**src/rtl/mem_loader_if.sv**
```systemverilog
// Byte-stream handshake plus memory-write strobe bundle between a host byte
// link (master) and mem_loader (slave).
interface mem_loader_if #(
    parameter int WIDTH = 8,
    parameter int ADDRW = 9
);
    logic             start;
    logic [ADDRW-1:0] base_addr;
    logic [ADDRW:0]   len;
    logic [7:0]       in_data;
    logic             in_valid;
    logic             in_ready;
    logic             wr_en;
    logic [ADDRW-1:0] wr_addr;
    logic [WIDTH-1:0] wr_data;
    logic             busy;
    logic             done;

    modport master (
        output start, base_addr, len, in_data, in_valid,
        input  in_ready, wr_en, wr_addr, wr_data, busy, done
    );

    modport slave (
        input  start, base_addr, len, in_data, in_valid,
        output in_ready, wr_en, wr_addr, wr_data, busy, done
    );
endinterface

```
**src/rtl/mem_loader.sv**
```systemverilog
// Packs a little-endian byte stream into WIDTH-bit words and writes them to
// consecutive (wrapping) addresses from a latched base; pulses done at the end.
module mem_loader #(
    parameter int  WIDTH = 8,
    parameter int  DEPTH = 512,
    localparam int ADDRW = (DEPTH > 1) ? $clog2(DEPTH) : 1,
    localparam int BPW   = (WIDTH + 7) / 8
) (
    input logic         clk,
    input logic         rst,
    mem_loader_if.slave bus
);
    localparam int BCW = (BPW > 1) ? $clog2(BPW) : 1;
    localparam logic [ADDRW-1:0] LAST_ADDR = ADDRW'(DEPTH - 1);
    localparam logic [ADDRW:0]   MAX_LEN   = (ADDRW + 1)'(DEPTH);
    localparam logic [BCW-1:0]   LAST_BYTE = BCW'(BPW - 1);

    typedef enum logic {
        IDLE,
        LOAD
    } state_e;

    state_e           state_q,    state_d;
    logic [ADDRW-1:0] addr_q,     addr_d;
    logic [ADDRW:0]   len_q,      len_d;
    logic [ADDRW:0]   word_cnt_q, word_cnt_d;
    logic [BCW-1:0]   byte_cnt_q, byte_cnt_d;
    logic [BPW*8-1:0] asm_q,      asm_d;
    logic             in_ready_q, in_ready_d;
    logic             busy_q,     busy_d;
    logic             wr_en_q,    wr_en_d;
    logic             done_q,     done_d;
    logic [ADDRW-1:0] wr_addr_q,  wr_addr_d;
    logic [WIDTH-1:0] wr_data_q,  wr_data_d;

    always_comb begin
        // NOTE: every _d takes its hold value first so no branch can infer a latch.
        state_d    = state_q;
        addr_d     = addr_q;
        len_d      = len_q;
        word_cnt_d = word_cnt_q;
        byte_cnt_d = byte_cnt_q;
        asm_d      = asm_q;
        wr_addr_d  = wr_addr_q;
        wr_data_d  = wr_data_q;
        wr_en_d    = 1'b0;
        done_d     = 1'b0;

        case (state_q)
            IDLE: begin
                if (bus.start) begin
                    addr_d     = bus.base_addr;
                    len_d      = (bus.len > MAX_LEN) ? MAX_LEN : bus.len;
                    word_cnt_d = '0;
                    byte_cnt_d = '0;
                    if (bus.len != '0) state_d = LOAD;
                    else               done_d  = 1'b1;
                end
            end
            LOAD: begin
                if (bus.in_valid && in_ready_q) begin
                    asm_d[8*int'(byte_cnt_q) +: 8] = bus.in_data;
                    if (byte_cnt_q == LAST_BYTE) begin
                        // Truncating cast drops the unused top bits of the last byte.
                        wr_en_d    = 1'b1;
                        wr_addr_d  = addr_q;
                        wr_data_d  = WIDTH'(asm_d);
                        addr_d     = (addr_q == LAST_ADDR) ? '0 : addr_q + ADDRW'(1);
                        word_cnt_d = word_cnt_q + (ADDRW + 1)'(1);
                        byte_cnt_d = '0;
                        if (word_cnt_d == len_q) begin
                            state_d = IDLE;
                            done_d  = 1'b1;
                        end
                    end else begin
                        byte_cnt_d = byte_cnt_q + BCW'(1);
                    end
                end
            end
            default: state_d = IDLE;
        endcase

        in_ready_d = (state_d == LOAD);
        busy_d     = (state_d == LOAD);
    end

    always_ff @(posedge clk) begin
        // NOTE: non-blocking assignments so every flop samples pre-edge values.
        if (rst) begin
            state_q    <= IDLE;
            addr_q     <= '0;
            len_q      <= '0;
            word_cnt_q <= '0;
            byte_cnt_q <= '0;
            asm_q      <= '0;
            in_ready_q <= 1'b0;
            busy_q     <= 1'b0;
            wr_en_q    <= 1'b0;
            done_q     <= 1'b0;
            wr_addr_q  <= '0;
            wr_data_q  <= '0;
        end else begin
            state_q    <= state_d;
            addr_q     <= addr_d;
            len_q      <= len_d;
            word_cnt_q <= word_cnt_d;
            byte_cnt_q <= byte_cnt_d;
            asm_q      <= asm_d;
            in_ready_q <= in_ready_d;
            busy_q     <= busy_d;
            wr_en_q    <= wr_en_d;
            done_q     <= done_d;
            wr_addr_q  <= wr_addr_d;
            wr_data_q  <= wr_data_d;
        end
    end

    assign bus.in_ready = in_ready_q;
    assign bus.busy     = busy_q;
    assign bus.wr_en    = wr_en_q;
    assign bus.done     = done_q;
    assign bus.wr_addr  = wr_addr_q;
    assign bus.wr_data  = wr_data_q;
endmodule
```
**src/flat_wrapper.sv**
```systemverilog
// flat-port wrapper written by rule: the top's interface ports become plain ports
module mem_loader_flat 
#(
    parameter int  WIDTH = 8,
    parameter int  DEPTH = 512,
    localparam int ADDRW = (DEPTH > 1) ? $clog2(DEPTH) : 1,
    localparam int BPW   = (WIDTH + 7) / 8
)
  (clk, rst, bus_start, bus_base_addr, bus_len, bus_in_data, bus_in_valid, bus_in_ready, bus_wr_en, bus_wr_addr, bus_wr_data, bus_busy, bus_done);
  mem_loader_if #(.WIDTH(WIDTH)) bus_i ();
  input logic clk;
  input logic rst;
  input wire logic [$bits(bus_i.start)-1:0] bus_start;
  input wire logic [$bits(bus_i.base_addr)-1:0] bus_base_addr;
  input wire logic [$bits(bus_i.len)-1:0] bus_len;
  input wire logic [$bits(bus_i.in_data)-1:0] bus_in_data;
  input wire logic [$bits(bus_i.in_valid)-1:0] bus_in_valid;
  output wire logic [$bits(bus_i.in_ready)-1:0] bus_in_ready;
  output wire logic [$bits(bus_i.wr_en)-1:0] bus_wr_en;
  output wire logic [$bits(bus_i.wr_addr)-1:0] bus_wr_addr;
  output wire logic [$bits(bus_i.wr_data)-1:0] bus_wr_data;
  output wire logic [$bits(bus_i.busy)-1:0] bus_busy;
  output wire logic [$bits(bus_i.done)-1:0] bus_done;
  assign bus_i.start = bus_start;
  assign bus_i.base_addr = bus_base_addr;
  assign bus_i.len = bus_len;
  assign bus_i.in_data = bus_in_data;
  assign bus_i.in_valid = bus_in_valid;
  assign bus_in_ready = bus_i.in_ready;
  assign bus_wr_en = bus_i.wr_en;
  assign bus_wr_addr = bus_i.wr_addr;
  assign bus_wr_data = bus_i.wr_data;
  assign bus_busy = bus_i.busy;
  assign bus_done = bus_i.done;
  mem_loader #(.WIDTH(WIDTH), .DEPTH(DEPTH)) u_core (.clk(clk), .rst(rst), .bus(bus_i));
endmodule
```
**config.mk**
```make
export PLATFORM = sky130hd
export DESIGN_NAME = mem_loader_flat
export DESIGN_NICKNAME = d
export VERILOG_FILES = /design/src/rtl/mem_loader_if.sv /design/src/rtl/mem_loader.sv /design/src/flat_wrapper.sv
export SDC_FILE = /design/constraint.sdc
export NUM_CORES = 1
export LEC_CHECK = 0
export ABC_AREA = 1
export CAP_MARGIN = 5
export CORE_MARGIN = 2
export CORE_UTILIZATION = 40
export CTS_CLUSTER_DIAMETER = 80
export DETAILED_ROUTE_END_ITERATION = 16
export PLACE_DENSITY = 0.69
export SETUP_SLACK_MARGIN = 0.15
export SYNTH_ARGS = -nofsm -noshare
export SYNTH_HDL_FRONTEND = slang
export SYNTH_SLANG_ARGS = --single-unit
```
**constraint.sdc**
```tcl
create_clock -name clk -period 3.8 [get_ports clk]
set_input_delay 0.57 -clock clk [delete_from_list [all_inputs] [get_ports clk]]
set_output_delay 0.57 -clock clk [all_outputs]
set_load 0.03 [all_outputs]
```
**After elaboration in Yosys (flattened, before gate mapping)**

Index checks and enable logic that the tools add are counted.

- Word-level logic and storage cells: 61
- Register bits after elaboration: 58
- Output and inout bits: 21

- Add/sub/neg operators: 4
- Reductions and logical operators: 8
- Shifts and indexed selects: 2
- Bitwise gates (word level): 3
- Mux-type cells: 28
- $lt $le $gt $ge: 1
- Eq/ne operators: 5

Operators by type and width:

| kind | count |
|---|---|
| 2-to-1 mux 10 bit | 4 |
| 2-to-1 mux 9 bit | 4 |
| negation 4 -> 33 bit | 1 |
| variable shift 8 x 33 -> 8 bit (first input constant) | 1 |
| variable part select 8 x 33 -> 8 bit | 1 |
| one-hot mux 10 bit (2 select lines) | 1 |
| one-hot mux 9 bit (2 select lines) | 1 |
| 2-to-1 mux 1 bit | 14 |
| adder 10 x 1 -> 10 bit (second input constant) | 1 |
| equality test 10 bit | 1 |
| greater-than comparator 10 bit (second input constant) | 1 |
| nonzero test 10 bit | 1 |
| adder 9 x 1 -> 9 bit (second input constant) | 1 |
| equality test 9 bit (second input constant) | 1 |
| bitwise mux 8 bit | 1 |
| != test 2 bit (second input constant) | 3 |
| one-hot mux 1 bit (2 select lines) | 3 |
| AND reduction 2 bit | 3 |
| AND reduction 3 bit | 2 |
| NOT 1 bit | 3 |
| OR reduction 3 bit | 1 |
| adder 1 bit (second input constant) | 1 |
| logical AND 1 bit | 1 |

**Longest topological paths before layout**

Gate-level depths: netlist (run 1).

- Depth in word-level cells: 6
- Mapped depth: 13
- Depth with buffers taken out: 13

**Worst setup path after synthesis (run 1)**

Ideal clock, no wire load.

- Kind: reg2reg
- Start point: reg u_core.addr_q[0]
- End point: reg u_core.addr_q[2]
- Path slack: 2.077 ns
- Period minus slack after synthesis: 1.723 ns
- Arrival time: 1.665 ns
- Data required time: 3.742 ns
- Library setup time: 0.058 ns
- Stages on the path, launching flop included: 14
- Path through: dfxtp_1 > ha_1 > nand2_1 > inv_1 > nand2_1 > nor2_1 > nand2_1 > nor3_1 > ha_1 > nor2_1 > o21ai_0 > o21ai_0 > o211ai_1 > inv_1

- Cells in the longest elaborated chain, start to end: 5
- Elaborated cells on any way between the ends: 6

Ends and longest elaborated chain:

| item | line | text |
|---|---|---|
| from (decl) | mem_loader.sv:24 | `logic [ADDRW-1:0] addr_q, addr_d;` |
| from (signal assigned) | mem_loader.sv:104 | `addr_q <= addr_d;` |
| adder 9 x 1 -> 9 bit / equality test 9 bit (equally long branches) | mem_loader.sv:68 | `addr_d = (addr_q == LAST_ADDR) ? '0 : addr_q + ADDRW'(1);` |
| 2-to-1 mux 9 bit (*) | mem_loader.sv:68 |  |
| 2-to-1 mux 9 bit (*) | mem_loader.sv:63 | `if (byte_cnt_q == LAST_BYTE) begin` |
| 2-to-1 mux 9 bit (*) | mem_loader.sv:61 | `if (bus.in_valid && in_ready_q) begin` |
| one-hot mux 9 bit (2 select lines) (*) | mem_loader.sv:49 | `case (state_q)` |

Every way passes the cells marked *; elsewhere a longest branch is shown, timed or not. The select of a mux whose other input is x is not followed.
A chain may end at the register's enable or synchronous reset.

**Final worst setup path (run 1)**

- Start point: reg u_core.addr_q[0]
- End point: reg u_core.addr_q[7]

The elaborated chain is that of the path after synthesis.

==> results.py, run 1 <==
metrics = {
    "logic_synthesis": {
        "synth-compound-area-share_pct": 19.1,
        "async_flop_share_pct": 0,
        "synth-seq-cells": 49,
        "ys_types": 31,
        "synth_area_leader_cell": "dfxtp_1",
        "yosys_most_used_dff": "dfxtp_1",
        "synth_cells": 344,
        "netlist_area_um2": 2360,
        "synth_xor_area_share_pct": 0,
        "synth_warnings": 0,
        "avgSynthCellArea_um2": 6.85,
        "synth_fa_ha_area_share_pct": 1.59,
        "seq_area_frac_synth_pct": 41.6,
        "synth_nets": 378,
        "synth_edf_count": 0,
        "yosys.area_share.simple_pct": 28.5,
        "synth_top_family_by_area": "simple AND/OR/NAND/NOR gates",
        "netlist.area_leader.share_pct": 41.6,
        "synth_area_leaders": "dfxtp_1 (42%), nand2_1 (12%), nand3_1 (6.4%)",
        "synth_mux_area_share_pct": 0,
    },
    "critical_path": {
        "worstPathRequired_ns": 4.03,
        "path_class": "flip-flop to flip-flop",
        "r2r-end": "u_core.addr_q[7]$_SDFFE_PP0P_",
        "worstPathMaxFanout": 8,
        "crit_path_end_kind": "flip-flop",
        "reg2regPathDepth": 13,
        "worst_ep_arrival_time_ns": 2.36,
        "r2r-start": "u_core.addr_q[0]$_SDFFE_PP0P_",
        "r2r_slack_ns": 1.68,
        "critPathLaunchType": "flip-flop",
    },
    "cts": {
        "cts.sinks": 49,
        "h-tree-depth": 2,
        "insertion_delay_ns": 0.29,
        "cts_hold_buffers": 0,
        "cts_buffers": 5,
        "ctsResizeCount": 0,
        "root_buffer": "clkbuf_8",
        "clockBufferDepth": 2,
        "clk_pin_slew_ns": 0.09,
        "tritoncts": "built",
        "post_cts_buffers": 0,
    },
    "timing": {
        "final_max_slew_viol_count": 0,
        "finalWorstSetupSlack_ns": 1.68,
        "setup_viol": 0,
        "hold_violations": 0,
        "period_needed_ns": 2.12,
        "rsz0062_at_grt": "no",
        "final.setup_skew_ns": 0.00857,
        "slew_headroom_pct": 63.0,
        "worst_slew_pin_slew_ns": 0.552,
        "max_freq_mhz": 471,
        "finalCritPeriodShare_pct": 55.9,
        "tns_ns": 0,
    },
    "cells_and_area": {
        "area_delta_synth_final_pct": 28.4,
        "final_layout_size_suffix_gt1_share_pct": 4.57,
        "layout.cells.non_filler": 466,
        "multi_input_area_um2": 1160,
        "finalNetCount": 427,
        "regArea_um2": 981,
        "num_antenna_cells": 0,
        "nFillCells": 589,
    },
    "run": {
        "maxCapViolations": 0,
    },
    "min_path": {
        "hold_class": "flip-flop to flip-flop",
        "whs_path_depth": 2,
        "hold-path-endpoint": "u_core.len_q[1]$_SDFFE_PP0P_",
        "worstHoldStart": "u_core.len_q[1]$_SDFFE_PP0P_",
    },
    "routing": {
        "wl_mm": 5.75,
        "drtIter0Drc": 125,
        "via_per_inst": 5.01,
        "ant_nets": 0,
        "drcViolationCount": 0,
        "drt-pass1-iter-count": 4,
        "route.vias.total": 2333,
        "post_drt_wl_per_cell_um": 12.3,
    },
    "die": {
        "die_w_um": 80.7,
        "die_y_um": 80.7,
        "die_area_um2": 6520,
        "core_um2": 5610,
        "rows": 27,
        "start_util_pct": 42.0,
        "io_pins": 52,
    },
    "global_routing": {
        "grt_usage_pct": 18.4,
        "grt_pass1_vias": 2145,
        "antenna_found_initial": 0,
        "grt_max_degree": 26,
        "grt.overflow.total": 0,
        "grt_pass1_wl_mm": 9.58,
    },
    "pwr": {
        "power.density_nw_per_um2": 365,
        "p_leak_nw": 1.20,
        "ir_worst_vdd_mv": 0.240,
    },
    "placement": {
        "hpwl_mm": 4.31,
        "placed_cells": 458,
        "place_ws_ns": 1.38,
        "gp_congestion": 0.882,
        "io_buffer_count": 51,
    },
    "run_status": {
        "status": "finished, final reports clean",
    },
}
registers in the layout, summed over array words and instances (netlist names):
| name | count |
|---|---|
| u_core.bus.done | 1 |
| u_core.bus.wr_data | 8 |
| u_core.len_q | 10 |
| u_core.bus.wr_addr | 9 |
| u_core.addr_q | 9 |
| u_core.state_q | 1 |
| u_core.bus.wr_en | 1 |
| u_core.word_cnt_q | 10 |
synthesized netlist by cell type (2+ instances only):
| master | number |
|---|---|
| dfxtp_1 | 49 |
| o211ai_1 | 7 |
| inv_1 | 39 |
| nor2_2 | 2 |
| nor3_1 | 3 |
| nand2_1 | 78 |
| nand2_2 | 2 |
| a211oi_1 | 8 |
| nor2_1 | 38 |
| buf_2 | 2 |
| nand3b_1 | 2 |
| o21ai_0 | 29 |
| nand3_1 | 30 |
| a21oi_1 | 28 |
| a31oi_1 | 2 |
| clkbuf_1 | 8 |
| ha_1 | 3 |
final cells by class:
cell class,instances,share of cell area [%]
Multi-Input combinational cell,241,38.3
Clock buffer,7,3.18
Sequential cell,49,32.4
Clock inverter,1,0.165
Timing Repair Buffer,55,17.9
Inverter,41,5.09
Tap cell,72,2.98
worst max path at each step:
stage,startpoint,end,slack (ns)
after global routing,bus_in_valid,u_core.state_q$_SDFF_PP0_,1.46
after CTS,bus_in_valid,u_core.state_q$_SDFF_PP0_,1.68
after detailed placement,bus_in_valid,u_core.state_q$_SDFF_PP0_,1.38
final,u_core.addr_q[0]$_SDFFE_PP0P_,u_core.addr_q[7]$_SDFFE_PP0P_,1.68
after floorplan,u_core.addr_q[0]$_SDFFE_PP0P_,u_core.addr_q[2]$_SDFFE_PP0P_,2.08
after global placement,bus_in_valid,u_core.state_q$_SDFF_PP0_,1.46
where the power goes:
part	switching, mW	total (mW)	internal [mW]
sequential	0.0214	0.566	0.545
combinational	0.117	0.205	0.0883
clock	0.169	0.334	0.165
cell usage in the layout (no fill, tap or decap):
cell and count:
nand2_1 78, clkdlybuf4s50_1 51, dfxtp_1 49, inv_1 39, nor2_1 38, nand3_1 30, o21ai_0 29, a21oi_1 28
a211oi_1 8, o211ai_1 7, clkbuf_8 7, buf_4 4, nor3_1 3, ha_1 3, nand2_2 2, nor2_2 2
a31oi_1 2, nand3b_1 2, inv_2 1, clkinv_1 1, o21ai_1 1, nor2_4 1, and2_1 1, nand4_1 1
o21bai_1 1, nor4_1 1, o32ai_1 1, a32o_1 1, a221oi_1 1, clkinv_2 1
stage by stage:
stage | utilization, % | power, mW | cell area (um^2) | hold slack (ns)
after floorplan | - | 0.697 | 2360 | 0.445
after global placement | 52.1 | 0.782 | 2920 | 0.457
after detailed placement | 52.1 | 0.783 | 2920 | 0.463
after CTS | 53.9 | 1.12 | 3030 | 0.476
after global routing | 53.9 | 1.17 | 3030 | 0.506
final | 53.9 | 1.11 | 3030 | 0.474
worst max-delay path: stages, from the launching register on:
cell,delay (ns)
dfxtp_1,0.34
ha_1,0.21
nand2_1,0.07
inv_1,0.05
nand2_1,0.07
nor2_1,0.07
nand2_1,0.08
nor3_1,0.06
ha_1,0.18
nor2_1,0.44
o21ai_0,0.17
a21oi_1,0.15
a21oi_1,0.05
a21oi_1,0.12
kinds of logic after synthesis:
logic type / count (synthesis)
AND/OR/NAND/NOR: 159
AO/OA/AOI/OAI: 79
buffers and inverters: 54
adder cells (fa/ha/maj): 3
flip-flops: 49
per-layer routing:
layer	part of all wire, %	GRT usage (%)	wire length [um]
met5	0	0	0
met4	0.96	3.56	55
met3	2.9	3.22	165
met2	47	31.3	2730
met1	49	24.7	2800
Power figures use the tool's default switching activity.
==> inputs of run 2 (changes only) <==
clock period = 2.1 ns   (was 3.8 ns; I/O delays follow)
==> run 2 against run 1 <==
Net effect:
- combinational power up 91%
- non-clock buffer count up 6
- setup slack worse by 1.4 ns
- clock power up 64%
- highest routed layer unchanged
- register-to-register slack worse by 1.4 ns
- largest cell class unchanged
- final cell count up 1.3%
- sequential share of layout area down 0.44 points
- largest power group unchanged
- power up 78%
==> results.py, run 2 (synthesized netlist as in run 1, its figures left out) <==
metrics = {
    "run_status": {
        "status": "finished, final reports clean",
    },
    "routing": {
        "top_layer": "met4",
        "wl_met3_um": 198,
        "ant_nets": 0,
        "drcViolationCount": 0,
        "route.met2.wl_mm": 3.02,
        "via_per_inst": 5.01,
        "met1Wirelength_mm": 2.65,
        "drtIter0Drc": 179,
        "post_drt_wl_per_cell_um": 12.6,
        "wl_mm": 5.95,
        "route.vias.total": 2365,
        "drt-pass1-iter-count": 4,
    },
    "global_routing": {
        "grt_pass1_vias": 2194,
        "grt.overflow.total": 0,
        "grt_usage_pct": 19.3,
        "grt_max_degree": 31,
        "antenna_found_initial": 0,
        "grt_pass1_wl_mm": 9.89,
    },
    "die": {
        "io_pins": 52,
        "rows": 27,
        "core_um2": 5610,
        "die_area_um2": 6520,
        "die_w_um": 80.7,
        "die_y_um": 80.7,
        "start_util_pct": 42.0,
    },
    "timing": {
        "hold_ws_ns": 0.474,
        "final_max_slew_viol_count": 0,
        "rsz0062_at_grt": "yes",
        "worst_slew_pin_slew_ns": 0.377,
        "hold_violations": 0,
        "period_needed_ns": 1.81,
        "tns_ns": 0,
        "finalCritPeriodShare_pct": 86.0,
        "slew_headroom_pct": 74.8,
        "finalWorstSetupSlack_ns": 0.294,
        "final.setup_skew_ns": 0.00732,
        "max_freq_mhz": 554,
        "setup_viol": 0,
    },
    "cells_and_area": {
        "layout_commonest_cell": "nand2_1",
        "final_util_pct": 54.9,
        "biggestRegsByFlops": "u_core.len_q: 10 flops, u_core.word_cnt_q: 10 flops",
        "area_delta_synth_final_pct": 30.7,
        "nFillCells": 578,
        "final_layout_size_suffix_gt1_share_pct": 8.00,
        "num_antenna_cells": 0,
        "layout_common_cells": "nand2_1 (77), clkdlybuf4s50_1 (51), dfxtp_1 (46), inv_1 (39), nor2_1 (36)",
        "finalNetCount": 433,
    },
    "critical_path": {
        "critPathLaunchType": "flip-flop",
        "worst_ep_arrival_time_ns": 1.99,
        "crit_path_end_kind": "flip-flop",
        "crit_start": "u_core.addr_q[0]$_SDFFE_PP0P_",
        "reg2regPathDepth": 11,
        "cp-endpoint": "u_core.addr_q[0]$_SDFFE_PP0P_",
        "path_class": "flip-flop to flip-flop",
        "worstPathMaxFanout": 8,
        "r2r-start": "u_core.addr_q[0]$_SDFFE_PP0P_",
        "worstPathRequired_ns": 2.29,
        "r2r-end": "u_core.addr_q[0]$_SDFFE_PP0P_",
        "r2r_slack_ns": 0.29,
    },
    "cts": {
        "insertion_delay_ns": 0.30,
        "root_buffer": "clkbuf_8",
        "cts.sinks": 49,
        "clockBufferDepth": 2,
        "cts_buffers": 5,
        "cts_hold_buffers": 0,
        "h-tree-depth": 2,
        "clk_pin_slew_ns": 0.09,
        "tritoncts": "built",
    },
    "placement": {
        "gp_congestion": 0.854,
        "hpwl_mm": 4.35,
        "place_ws_ns": 0.0509,
        "io_buffer_count": 51,
    },
    "pwr": {
        "power.density_nw_per_um2": 638,
        "p_leak_nw": 1.22,
        "total_power_mw": 1.96,
        "ir_worst_vdd_mv": 0.361,
    },
    "min_path": {
        "hold_class": "flip-flop to flip-flop",
    },
    "run": {
        "maxCapViolations": 0,
    },
}
run 2: cell type report:
cell class                      count  area, um^2  area share (%)
Tap cell                           72        90.1            2.93
Multi-Input combinational cell    241        1180            38.3
Sequential cell                    49         985            32.0
Clock buffer                        5        68.8            2.23
Inverter                           41         154            5.00
Timing Repair Buffer               61         586            19.0
Clock inverter                      3        17.5           0.569
run 2: worst max-delay path: stages, from the launching register on:
cell	delay (ns)
dfxtp_2	0.35
ha_1	0.15
nand2_1	0.05
inv_1	0.08
nand2_2	0.07
nor2_2	0.13
nand2_1	0.08
nor3_2	0.13
ha_2	0.22
nor2_4	0.07
a221oi_1	0.27
a211oi_1	0.08
run 2: metrics by stage:
stage               instances  instance area [um^2]
detailed placement        461                  2950
CTS                       469                  3040
global placement          461                  2950
finish                    472                  3080
floorplan                 344                  2360
global route              472                  3080
run 2: worst min path at each step:
| stage | end | startpoint | slack, ns | depth (start not counted) |
|---|---|---|---|---|
| 3_3_place_gp | u_core.len_q[1]$_SDFFE_PP0P_ | u_core.len_q[1]$_SDFFE_PP0P_ | 0.46 | 2 |
| 2_1_floorplan | u_core.bus.wr_en$_SDFF_PP0_ | rst | 0.41 | 1 |
| 5_1_grt | u_core.len_q[1]$_SDFFE_PP0P_ | u_core.len_q[1]$_SDFFE_PP0P_ | 0.49 | 2 |
| 4_1_cts | u_core.len_q[1]$_SDFFE_PP0P_ | u_core.len_q[1]$_SDFFE_PP0P_ | 0.47 | 2 |
| 6_report | u_core.len_q[1]$_SDFFE_PP0P_ | u_core.len_q[1]$_SDFFE_PP0P_ | 0.47 | 2 |
| 3_5_place_dp | u_core.len_q[1]$_SDFFE_PP0P_ | u_core.len_q[1]$_SDFFE_PP0P_ | 0.46 | 2 |
run 2: metal layers:
layer	vias up	track usage, %
met5	-	0
met1	1080	23.7
li1	1237	-
met3	6	4.33
met2	42	34.5
met4	0	4.24
run 2: report_power, final:
part	switching (mW)	internal [mW]
clock	0.318	0.230
combinational	0.220	0.171
sequential	0.0379	0.987
total	0.576	1.39
run 2: what timing repair did:
action	CTS	global route
setup buffers	0	3
setup endpoints to repair	6	11
pin swaps	0	2
gates resized for setup	1	9
==> inputs of run 3 (changes only) <==
CORE_MARGIN = not set   (was 2)
RECOVER_POWER = 50   (was not set)
==> run 3 against run 2 <==
Net effect:
- clock power increased by 30%
- clock-buffer cell count increased by 2
- die area fell by 4.9%
- critical path type unchanged
- via count increased by 1.6%
- sequential power about the same
- hold slack hardly changed
- clock skew decreased by 0.0028 ns
- sequential share of layout area is 0.33 points lower
- global-route usage grew 1.8 points
- flip-flop and latch count unchanged
- critical path depth grew 2
==> results.py, run 3 (synthesized netlist as in run 1, its figures left out) <==
metrics = {
    "run_status": {
        "status": "finished, final reports clean",
    },
    "timing": {
        "setup_viol": 0,
        "finalCritPeriodShare_pct": 89.3,
        "period_needed_ns": 1.88,
        "final.setup_skew_ns": 0.00456,
        "slew_headroom_pct": 54.6,
        "hold_violations": 0,
        "tns_ns": 0,
        "rsz0062_at_grt": "no",
        "worst_slew_pin_slew_ns": 0.682,
        "max_freq_mhz": 533,
        "final_max_slew_viol_count": 0,
        "hold_ws_ns": 0.474,
        "finalWorstSetupSlack_ns": 0.224,
    },
    "critical_path": {
        "cp_cell_sequence": "ha_4 -> nand2_1 -> inv_2 -> nand2_2 -> nor2_4 -> nand2_2 -> nor3_2 -> ha_2 -> nor2_4 -> o21ai_1 -> o21ai_0 -> o211ai_1 -> inv_1",
        "critPathLaunchType": "flip-flop",
        "worst_ep_arrival_time_ns": 2.08,
        "crit_path_top_delay_cell": "dfxtp_4",
        "crit_path_end_kind": "flip-flop",
        "path_class": "flip-flop to flip-flop",
        "worstPathMaxFanout": 8,
        "critPathMaxStageDelay_ns": 0.38,
        "worstPathRequired_ns": 2.30,
    },
    "cells_and_area": {
        "regArea_um2": 990,
        "area_delta_synth_final_pct": 32.7,
        "num_antenna_cells": 0,
        "layout.cells.non_filler": 472,
        "nFillCells": 557,
        "final_layout_size_suffix_gt1_share_pct": 8.00,
        "multi_input_area_um2": 1200,
        "fin_area_um2": 3130,
        "final_util_pct": 55.8,
        "layout_commonest_cell": "nand2_1",
        "biggestRegsByFlops": "u_core.len_q: 10 flops, u_core.word_cnt_q: 10 flops",
        "finalNetCount": 433,
        "layout_common_cells": "nand2_1 (76), clkdlybuf4s50_1 (49), dfxtp_1 (46), inv_1 (38), nor2_1 (36)",
    },
    "cts": {
        "clockBufferDepth": 2,
        "cts_buffers": 5,
        "root_buffer": "clkbuf_8",
        "cts.sinks": 49,
        "tritoncts": "built",
        "h-tree-depth": 2,
        "clk_pin_slew_ns": 0.09,
        "cts_hold_buffers": 0,
        "insertion_delay_ns": 0.31,
    },
    "die": {
        "core_um2": 5610,
        "die_area_um2": 6200,
        "die_y_um": 78.7,
        "rows": 27,
        "start_util_pct": 42.0,
        "io_pins": 52,
        "die_w_um": 78.7,
    },
    "global_routing": {
        "antenna_found_initial": 0,
        "grt_usage_pct": 21.0,
        "grt_max_degree": 22,
        "grt.overflow.total": 0,
        "grt_pass1_wl_mm": 10.1,
        "grt_pass1_vias": 2169,
    },
    "placement": {
        "placed_cells": 462,
        "place_ws_ns": 0.106,
        "hpwl_mm": 4.37,
        "io_buffer_count": 51,
        "postPlaceCellArea_um2": 2950,
        "gp_congestion": 0.846,
    },
    "pwr": {
        "p_leak_nw": 1.23,
        "p_int_mw": 1.54,
        "power.density_nw_per_um2": 682,
        "pwr-share-clk_pct": 33.3,
        "p_sw_mw": 0.590,
        "combPwrFrac_pct": 18.4,
        "ir_worst_vdd_mv": 0.419,
        "total_power_mw": 2.13,
        "seq_power_share_pct": 48.2,
        "swShare_pct": 27.6,
    },
    "routing": {
        "via_per_inst": 5.09,
        "route.vias.total": 2402,
        "drtIter0Drc": 145,
        "ant_nets": 0,
        "drt-pass1-iter-count": 4,
        "post_drt_wl_per_cell_um": 13.0,
        "drcViolationCount": 0,
        "wl_mm": 6.12,
    },
    "run": {
        "maxCapViolations": 0,
    },
    "min_path": {
        "hold_class": "flip-flop to flip-flop",
    },
}
## run 3: cell types whose count changed in the layout (fill, tap and decap cells not counted), sizes merged
cell           delta
clkbuf            +5
buf               -3
clkdlybuf4s50     -2
clkinv            -2
dlygate4sd3       +2
bufinv            +1
clkinvlp          -1
## run 3: area by class of cell
| class | instances | area share [%] |
|---|---|---|
| multi-input cells | 241 | 38.5 |
| flip-flops and latches | 49 | 31.7 |
| repair buffers | 61 | 18.4 |
| inverters | 41 | 4.92 |
| well taps | 72 | 2.88 |
| clock buffers | 7 | 2.76 |
| clock inverters | 1 | 0.960 |
## run 3: repair_timing
item                       in CTS  in global routing
buffers inserted                0                  2
gates resized for setup         1                 19
setup endpoints to repair       5                  9
pin swaps                       0                  4
## run 3: worst paths after layout
path              slack [ns]  cells after the start                           from                             to
hold / removal          0.47                      2   u_core.len_q[1]$_SDFFE_PP0P_   u_core.len_q[1]$_SDFFE_PP0P_
setup / recovery        0.22                     13  u_core.addr_q[0]$_SDFFE_PP0P_  u_core.addr_q[2]$_SDFFE_PP0P_
hold reg to reg         0.47                      2   u_core.len_q[1]$_SDFFE_PP0P_   u_core.len_q[1]$_SDFFE_PP0P_
setup reg to reg        0.22                     13  u_core.addr_q[0]$_SDFFE_PP0P_  u_core.addr_q[2]$_SDFFE_PP0P_
## run 3: power groups by stage
| stage | clock (mW) | combinational [mW] | sequential, mW |
|---|---|---|---|
| CTS | 0.721 | 0.387 | 1.02 |
| global route | 0.767 | 0.432 | 1.04 |
| detailed placement | 0 | 0.384 | 1.05 |
| global placement | 0 | 0.383 | 1.04 |
| finish | 0.711 | 0.393 | 1.03 |
| floorplan | 0 | 0.179 | 1.08 |
## run 3: layer usage
| metal | routed length, um | share of wire, % | GRT usage (%) | vias to the layer above |
|---|---|---|---|---|
| met5 | 0 | 0 | 0 | - |
| met4 | 111 | 1.8 | 6.67 | 0 |
| met3 | 334 | 5.5 | 4.94 | 10 |
| met2 | 2850 | 47 | 34.1 | 60 |
| met1 | 2810 | 46 | 27.5 | 1091 |
| li1 | - | - | - | 1241 |
## run 3: worst max-delay path: cells and delay by family (launching register included)
| kind | cells | cell delay, ns |
|---|---|---|
| simple gates | 6 | 0.58 |
| flops | 1 | 0.38 |
| compound gates | 3 | 0.36 |
| fa+ha+maj | 2 | 0.35 |
| buf+inv | 2 | 0.11 |
